===== config.mk =====
export PLATFORM = sky130hd
export DESIGN_NAME = forward_hazard_unit
export DESIGN_NICKNAME = d
export VERILOG_FILES = /design/src/rtl/forward_hazard_unit.sv
export SDC_FILE = /design/constraint.sdc
export NUM_CORES = 1
export LEC_CHECK = 0
export ABC_AREA = 0
export CAP_MARGIN = 20
export CORE_ASPECT_RATIO = 0.9
export CORE_MARGIN = 1.5
export CORE_UTILIZATION = 55
export CTS_BUF_LIST = sky130_fd_sc_hd__clkbuf_8
export CTS_CLUSTER_SIZE = 24
export DETAILED_ROUTE_END_ITERATION = 7
export PLACE_DENSITY = 0.79
export REMOVE_ABC_BUFFERS = 1
export SETUP_SLACK_MARGIN = 0.05
export SYNTH_ARGS = -nofsm -noshare
export SYNTH_HDL_FRONTEND = slang
export SYNTH_SLANG_ARGS = --single-unit

===== constraint.sdc =====
create_clock -name clk -period 3.9 [get_ports clk]
set_input_delay 0.585 -clock clk [delete_from_list [all_inputs] [get_ports clk]]
set_output_delay 0.585 -clock clk [all_outputs]
set_load 0.05 [all_outputs]

===== src/rtl/forward_hazard_unit.sv =====
// forward_hazard_unit: dual-lane EX/MEM/WB tag pipeline producing operand forwarding selects,
// load-use stall, N-flag select, architectural N flag and a saturating stall counter.
module forward_hazard_unit #(
    parameter int AW      = 3,
    parameter bit R0_ZERO = 1'b1,
    parameter int CW      = 16
) (
    input  logic          clk,
    input  logic          rst_n,
    input  logic [1:0]    id_valid,
    input  logic [AW-1:0] id_rs0_a,
    input  logic [AW-1:0] id_rs0_b,
    input  logic [AW-1:0] id_rs1_a,
    input  logic [AW-1:0] id_rs1_b,
    input  logic [AW-1:0] id_rd0,
    input  logic [AW-1:0] id_rd1,
    input  logic [1:0]    id_we,
    input  logic [1:0]    id_ld,
    input  logic [1:0]    id_setn,
    input  logic          hold,
    input  logic          flush,
    input  logic [1:0]    mem_n,
    input  logic [1:0]    wb_n,
    output logic [2:0]    fwd0_a,
    output logic [2:0]    fwd0_b,
    output logic [2:0]    fwd1_a,
    output logic [2:0]    fwd1_b,
    output logic          stall,
    output logic [1:0]    n_sel,
    output logic          n_arch,
    output logic [CW-1:0] stall_cnt
);
    typedef struct packed {
        logic          v;
        logic          we;
        logic          ld;
        logic          setn;
        logic [AW-1:0] rd;
    } tag_t;

    tag_t [1:0] id_tag, ex_q, ex_d, mem_q, mem_d, wb_q, wb_d;
    logic [1:0][AW-1:0] id_rsa, id_rsb, rsa_q, rsa_d, rsb_q, rsb_d;
    logic n_arch_q, n_arch_d;
    logic [CW-1:0] cnt_q, cnt_d;
    logic unused_bits;

    // mem_n is muxed downstream under n_sel; WB load bits are never consulted
    assign unused_bits = ^{mem_n, wb_q[0].ld, wb_q[1].ld};

    assign id_tag[0] = {id_valid[0], id_we[0], id_ld[0], id_setn[0], id_rd0};
    assign id_tag[1] = {id_valid[1], id_we[1], id_ld[1], id_setn[1], id_rd1};
    assign id_rsa    = {id_rs1_a, id_rs0_a};
    assign id_rsb    = {id_rs1_b, id_rs0_b};

    function automatic logic hit(input tag_t t, input logic [AW-1:0] rs);
        return t.v && t.we && (t.rd == rs) && !(R0_ZERO && (t.rd == '0));
    endfunction

    // loads in MEM have no data yet, so they are skipped in favour of WB
    function automatic logic [2:0] fsel(input logic [AW-1:0] rs);
        return (hit(mem_q[1], rs) && !mem_q[1].ld) ? 3'b010 :
               (hit(mem_q[0], rs) && !mem_q[0].ld) ? 3'b001 :
               hit(wb_q[1], rs)                    ? 3'b100 :
               hit(wb_q[0], rs)                    ? 3'b011 : 3'b000;
    endfunction

    assign fwd0_a    = fsel(rsa_q[0]);
    assign fwd0_b    = fsel(rsb_q[0]);
    assign fwd1_a    = fsel(rsa_q[1]);
    assign fwd1_b    = fsel(rsb_q[1]);
    assign n_sel     = (mem_q[1].v && mem_q[1].setn) ? 2'b10 :
                       (mem_q[0].v && mem_q[0].setn) ? 2'b01 : 2'b00;
    assign n_arch    = n_arch_q;
    assign stall_cnt = cnt_q;

    always_comb begin
        stall = 1'b0;
        for (int l = 0; l < 2; l++)
            for (int k = 0; k < 2; k++)
                if (id_valid[l] && ex_q[k].ld && (hit(ex_q[k], id_rsa[l]) || hit(ex_q[k], id_rsb[l])))
                    stall = 1'b1;
        if (flush)
            stall = 1'b0;
    end

    always_comb begin
        ex_d     = ex_q;
        mem_d    = mem_q;
        wb_d     = wb_q;
        rsa_d    = rsa_q;
        rsb_d    = rsb_q;
        n_arch_d = n_arch_q;
        cnt_d    = cnt_q;
        if (!hold) begin
            mem_d = ex_q;
            wb_d  = mem_q;
            if (flush || stall) begin
                ex_d = '0;
            end else begin
                ex_d  = id_tag;
                rsa_d = id_rsa;
                rsb_d = id_rsb;
            end
            n_arch_d = (wb_q[1].v && wb_q[1].setn) ? wb_n[1] :
                       (wb_q[0].v && wb_q[0].setn) ? wb_n[0] : n_arch_q;
            if (stall && (cnt_q != '1))
                cnt_d = cnt_q + CW'(1);
        end else if (flush) begin
            ex_d = '0;
        end
    end

    always_ff @(posedge clk) begin
        if (!rst_n) begin
            ex_q     <= '0;
            mem_q    <= '0;
            wb_q     <= '0;
            n_arch_q <= 1'b0;
            cnt_q    <= '0;
        end else begin
            ex_q     <= ex_d;
            mem_q    <= mem_d;
            wb_q     <= wb_d;
            n_arch_q <= n_arch_d;
            cnt_q    <= cnt_d;
        end
    end

    always_ff @(posedge clk) begin
        rsa_q <= rsa_d;
        rsb_q <= rsb_d;
    end
endmodule


==> results by group, run 1 <==
Place
  • Placer Congestion: 0.798
  • Dpl hpwl: 6.29 mm
  • Count of input and output buffers: between 60 and 70

Global route
  • Pin count of the biggest net entering global routing: 39
  • First-pass GRT wire length: 14.6 mm
  • Vias in the first global route: 3,062
  • Grt ovf: 0
  • GRT Resource Usage Total: 0.251
  • Initial antenna violation count: 0

Floorplan
  • Chip height: 81.2 µm
  • Top Ports: 66
  • Die Wd: 89.9 µm
  • Core area: ~6600 µm²
  • Die footprint: between 7000 and 8000 µm²
  • Initial core utilization: 0.568
  • Rows: 28

Clock network
  • Clk root buf: clkbuf_8
  • Count of hold-fix buffers inserted at cts: 0
  • Clk_lat worst skew: 0.34 ns
  • CTS sink cnt: 69
  • Clock buffer depth: 2
  • CTS H-tree lvls: 3
  • CTS resizes: 0
  • TritonCTS Buffers: 9
  • Reg clk slew, reported paths: 0.08 ns
  • CTS tree: yes
  • Post-CTS setup buffer count: 0

Timing
  • FMAX: approximately 280 MHz
  • Slew @ Worst Pin: 0.924 ns
  • RSZ-0062 raised after global routing: false
  • # setup viols final: 0
  • Post-Route Setup TNS: 0 ns
  • Fin. max-slew vios: 0
  • Slew margin rel.: 0.382
  • Final Hold Fails: 0
  • Final period util: 0.920
  • Clock skew: 0.0107 ns
  • Tmin final: 3.59 ns

Layout
  • Nets: 490
  • Layout Area Growth over Synthesis: 21.4%
  • Multi-input gate area: 2020 µm²
  • Most common cell after layout, fill and taps aside: xor2_1
  • Layout cell share with drive strength beyond 1: 0.0565
  • Reg area: ~1500 µm²
  • Most frequent cells in the layout: xor2_1, clkdlybuf4s50_1, dfxtp_1
  • ANT cells: 0
  • Fillers: 549

Critical path
  • Worst-path maximum fanout: 7
  • Required time of the critical path: ~3.3 ns
  • Critical path startpoint category: flip-flop
  • WS Path Type: reg -> out
  • Critical path endpoint category: output pin
  • CP arrival: 3.00 ns

Detailed routing
  • DR vias: 3,167
  • Remaining antenna violation count: 0
  • Drt pass-1 iters: 4
  • Wire per inst: 15.9 µm
  • WL final: 8.76 mm
  • DRT iter0 DRCs: between 150 and 200
  • Drc violations: 0
  • Vias per cell: about 5.8

Synthesis
  • Mapped Cells: between 400 and 500
  • Synth cell types: 37
  • Synthesized flop and latch total: 69
  • Ranking of synthesized cells by area: dfxtp_1, xor2_1, edfxtp_1
  • Most area-hungry cell type in the Yosys netlist: dfxtp_1
  • Synthesized area per cell: 9.14 µm²
  • Top cell type's share of synthesized area: 0.305
  • Cell area after synthesis: around 3700 µm²
  • Seq/Total Area, Yosys: 0.402
  • Yosys warns: 0

Power
  • Leakage: 1.75 nW
  • Max VDD drop: 0.000265 V
  • Total power: 1.48 mW
  • PwrDens: 326 nW/µm²

Status
  • Status: complete, no violations

Hold path
  • Hold Path Class: reg -> reg

Run
  • Max-Cap Viols: 0
[synth_stat cells (all sizes together)]
cell	instances
o21ai	4
nand4	7
or3b	1
xnor2	9
o311ai	3
or3	3
dfxtp	57
mux2i	31
a2111oi	1
clkbuf	18
edfxtp	12
or4	9
o21bai	4
nand3	8
nor3	11
nor4	24
a21oi	18
nor2	41
nor3b	1
inv	9
and3	2
ha	1
and2	2
a311oi	1
nand2b	4
o31ai	9
nand2	27
buf	16
a22o	14
xor2	62
[report_power, final]
group | switching (mW) | internal, mW | total, mW
Combinational | 0.0587 | 0.0667 | 0.125
Clock | 0.282 | 0.299 | 0.580
Sequential | 0.0313 | 0.742 | 0.773
Total | 0.372 | 1.11 | 1.48
[flip-flops by register name (all words and copies together), names as in the netlist]
signal / flops
stall_cnt: 16
ex_q: 14
mem_q: 14
wb_q: 12
rsa_q: 6
rsb_q: 6
n_arch: 1
[cells by family after synthesis]
logic type	after synthesis	share of synthesized area
compound gates	54	0.100
xor+xnor	71	0.166
fa+ha+maj	1	0.00335
buf+inv	43	0.0586
flops	69	0.402
mux	31	0.0830
simple gates	140	0.187
[path summary, 6_finish.rpt]
| path | from | endpoint | slack, ns | cells past startpoint |
|---|---|---|---|---|
| hold reg to reg | ex_q[10]$_SDFFE_PN0P_ | ex_q[10]$_SDFFE_PN0P_ | 0.48 | 1 |
| hold / removal | ex_q[10]$_SDFFE_PN0P_ | ex_q[10]$_SDFFE_PN0P_ | 0.48 | 1 |
| setup reg to reg | ex_q[1]$_SDFFE_PN0P_ | stall_cnt[3]$_SDFFE_PN0P_ | 1.46 | 8 |
| setup / recovery | mem_q[0]$_SDFFE_PN0N_ | fwd1_b[0] | 0.31 | 6 |
[metal layers]
layer | track usage | part of all wire
met1 | 0.307 | 0.45
met2 | 0.437 | 0.48
met3 | 0.0534 | 0.052
met4 | 0.0984 | 0.016
met5 | 0 | 0
[per-stage QoR]
| stage | hold WS, ns | std cells | setup slack, ns | utilization | area [µm²] |
|---|---|---|---|---|---|
| 2_1_floorplan | 0.449 | 375 | 1.08 | - | 3550 |
| 3_3_place_gp | 0.467 | 534 | 0.735 | 0.659 | 4340 |
| 3_5_place_dp | 0.474 | 534 | 0.682 | 0.659 | 4340 |
| 4_1_cts | 0.494 | 550 | 0.301 | 0.689 | 4540 |
| 5_1_grt | 0.516 | 550 | 0.0718 | 0.689 | 4540 |
| 6_report | 0.483 | 550 | 0.314 | 0.689 | 4540 |
[final cells by class]
cell class / count / share of cell area
Clock inverter: 7 / 0.0163
Tap cell: 90 / 0.0248
Timing Repair Buffer: 69 / 0.147
Multi-Input combinational cell: 297 / 0.446
Sequential cell: 69 / 0.331
Inverter: 9 / 0.00744
Clock buffer: 9 / 0.0273
[worst max-delay path, cell delays in order, from the launching register on]
cell and delay, ns:
dfxtp_1 0.52, nor3_1 0.10, or3_1 0.44, nor4_1 0.55
inv_1 0.09, a21oi_1 0.15, clkdlybuf4s50_1 0.81
(Power assumes the default switching activity.)
==> run 2, diff against run 1 <==
- CORE_MARGIN: 1.5 -> default
==> run 2 against run 1 <==
  * The run now ends with DRC left
  * Sequential cell count is the same
  * Via count shrank 2.2%
  * First-iteration DRC count grew 7.8%
==> results by group, run 2 (synthesis results as in run 1) <==
Status
  • Status: finished, violations left (was complete, no violations)
  • Failing checks: DRC

Clock network
  • Count of hold-fix buffers inserted at cts: 0 (unchanged)
  • CTS sink cnt: 69 (unchanged)
  • CTS resizes: 0 (unchanged)
  • CTS tree: yes (unchanged)
  • Clk_lat worst skew: 0.34 ns (about the same)
  • Post-CTS setup buffer count: 0 (unchanged)
  • Clk root buf: clkbuf_8 (unchanged)
  • Clock buffer depth: 2 (unchanged)
  • TritonCTS Buffers: 9 (unchanged)
  • Reg clk slew, reported paths: 0.08 ns (about the same)
  • CTS H-tree lvls: 3 (unchanged)

Power
  • Combinational power share: 0.085 (about the same)
  • Sw Pwr: 0.368 mW (was 0.372 mW)
  • Total power: 1.49 mW (was 1.48 mW)
  • Switch share: 0.246 (was 0.251)
  • Max VDD drop: 0.000236 V (was 0.000265 V)
  • Clk pwr share: 0.399 (was 0.392)
  • PwrDens: 328 nW/µm² (was 326 nW/µm²)
  • Sequential power share: 0.517 (was 0.523)
  • Leakage: 1.75 nW (about the same)
  • Power Internal: 1.13 mW (was 1.11 mW)

Floorplan
  • Chip height: 80.2 µm (was 81.2 µm)
  • Initial core utilization: 0.568 (unchanged)
  • Top Ports: 66 (unchanged)
  • Rows: 28 (unchanged)
  • Die Wd: 88.9 µm (was 89.9 µm)
  • Die footprint: 7130 µm² (was 7300 µm²)
  • Core area: 6590 µm² (unchanged)

Detailed routing
  • DR vias: 3,097 (was 3,167)
  • WL final: 8.62 mm (was 8.76 mm)
  • Top routing layer used: met4 (unchanged)
  • Remaining antenna violation count: 0 (unchanged)
  • DR WL met2: 4.33 mm (was 4.18 mm)
  • Drc violations: 1 (was 0)
  • Met3 wire length: 333 µm (was 452 µm)
  • Wire per inst: 15.7 µm (was 15.9 µm)
  • Vias per cell: 5.63 (was 5.76)
  • Drt pass-1 iters: 6 (was 4)
  • M1 WL: 3.87 mm (was 3.98 mm)
  • DRT iter0 DRCs: 166 (was 154)

Layout
  • Nets: 490 (unchanged)
  • Max reg flops: 16 (unchanged)
  • ANT cells: 0 (unchanged)
  • Most frequent cells in the layout: xor2_1, clkdlybuf4s50_1, dfxtp_1 (unchanged)
  • Layout cell share with drive strength beyond 1: 0.0565 (unchanged)
  • Layout Area Growth over Synthesis: 21.8% (was 21.4%)
  • Non-Filler Instances: 550 (unchanged)

Global route
  • GRT Resource Usage Total: 0.266 (was 0.251)
  • First-pass GRT wire length: 14.4 mm (was 14.6 mm)
  • Grt ovf: 0 (unchanged)
  • Initial antenna violation count: 0 (unchanged)
  • Vias in the first global route: 3,045 (was 3,062)
  • Pin count of the biggest net entering global routing: 39 (unchanged)

Timing
  • FMAX: 276 MHz (was 279 MHz)
  • Post-Route Setup TNS: 0 ns (unchanged)
  • Slew margin rel.: 0.325 (was 0.382)
  • Final period util: 0.928 (was 0.920)
  • Fin. max-slew vios: 0 (unchanged)
  • Final Hold Fails: 0 (unchanged)
  • Slew @ Worst Pin: 1.00 ns (was 0.924 ns)
  • RSZ-0062 raised after global routing: false (unchanged)
  • Tmin final: 3.62 ns (was 3.59 ns)
  • Clock skew: 0.00775 ns (was 0.0107 ns)
  • # setup viols final: 0 (unchanged)

Critical path
  • Critical path cell sequence: nor3_1 -> or3_1 -> nor4_1 -> inv_1 -> a21oi_1 -> clkdlybuf4s50_1 (unchanged)
  • CP arrival: 3.03 ns (was 3.00 ns)
  • CP peak stage delay: 0.82 ns (was 0.81 ns)
  • Critical path startpoint category: flip-flop (unchanged)
  • Family with the most delay on the worst path: simple AND/OR/NAND/NOR gates (unchanged)
  • Slowest CP cell: clkdlybuf4s50_1 (unchanged)
  • WS Path Type: reg -> out (unchanged)
  • Worst-path maximum fanout: 7 (unchanged)
  • CP Buf/Inv Count: 2 (unchanged)
  • Critical path endpoint category: output pin (unchanged)
  • Required time of the critical path: 3.31 ns (about the same)

Place
  • Count of input and output buffers: 63 (unchanged)
  • Dpl hpwl: 6.30 mm (was 6.29 mm)
  • Placer Congestion: 0.782 (was 0.798)
  • DP Cell Count: 534 (unchanged)

Hold path
  • Hold Path Class: reg -> reg (unchanged)

Run
  • Max-Cap Viols: 0 (unchanged)
run 2: power by group through the flow:
stage | combinational, mW | sequential, mW | clock [mW]
global route | 0.138 | 0.775 | 0.638
floorplan | 0.0630 | 0.779 | 0
detailed placement | 0.126 | 0.789 | 0
global placement | 0.121 | 0.787 | 0
CTS | 0.127 | 0.772 | 0.608
finish | 0.126 | 0.773 | 0.596
run 2: cell type report:
| type | instances | area [µm²] |
|---|---|---|
| sequential | 69 | 1500 |
| clock inverter | 6 | 70.1 |
| tap | 90 | 113 |
| fill | 538 | 2030 |
| clock buffer | 10 | 138 |
| multi-input combinational | 297 | 2020 |
| inverter | 9 | 33.8 |
| timing repair buffer | 69 | 673 |
run 2: worst paths after layout:
kind	startpoint	cells past startpoint	slack, ns	end
setup / recovery	mem_q[1]$_SDFFE_PN0N_	6	0.28	fwd1_b[0]
hold / removal	ex_q[3]$_SDFFE_PN0P_	1	0.49	ex_q[3]$_SDFFE_PN0P_
setup reg to reg	ex_q[8]$_SDFFE_PN0P_	8	1.51	stall_cnt[9]$_SDFFE_PN0P_
hold reg to reg	ex_q[3]$_SDFFE_PN0P_	1	0.49	ex_q[3]$_SDFFE_PN0P_
run 2: through the flow:
| stage | worst slack, ns | hold WS, ns | util | cell area, µm² |
|---|---|---|---|---|
| floorplan | 1.08 | 0.449 | - | 3550 |
| global placement | 0.721 | 0.466 | 0.660 | 4350 |
| detailed placement | 0.633 | 0.472 | 0.660 | 4350 |
| CTS | 0.246 | 0.491 | 0.691 | 4550 |
| global route | 0.126 | 0.519 | 0.691 | 4550 |
| finish | 0.282 | 0.490 | 0.691 | 4550 |
run 2: layer usage:
metal / global-route usage / vias up
met1: 0.334 / 1476
li1: - / 1540
met4: 0.0855 / 0
met5: 0 / -
met2: 0.450 / 75
met3: 0.0586 / 6
run 2: worst register-to-register path: cells and delay by family, from the launching register on:
family / cells / cell delay (ns)
AO/OA/AOI/OAI: 2 / 0.39
XOR/XNOR: 1 / 0.13
buffers and inverters: 1 / 0.22
flip-flops: 1 / 0.56
AND/OR/NAND/NOR: 4 / 1.03
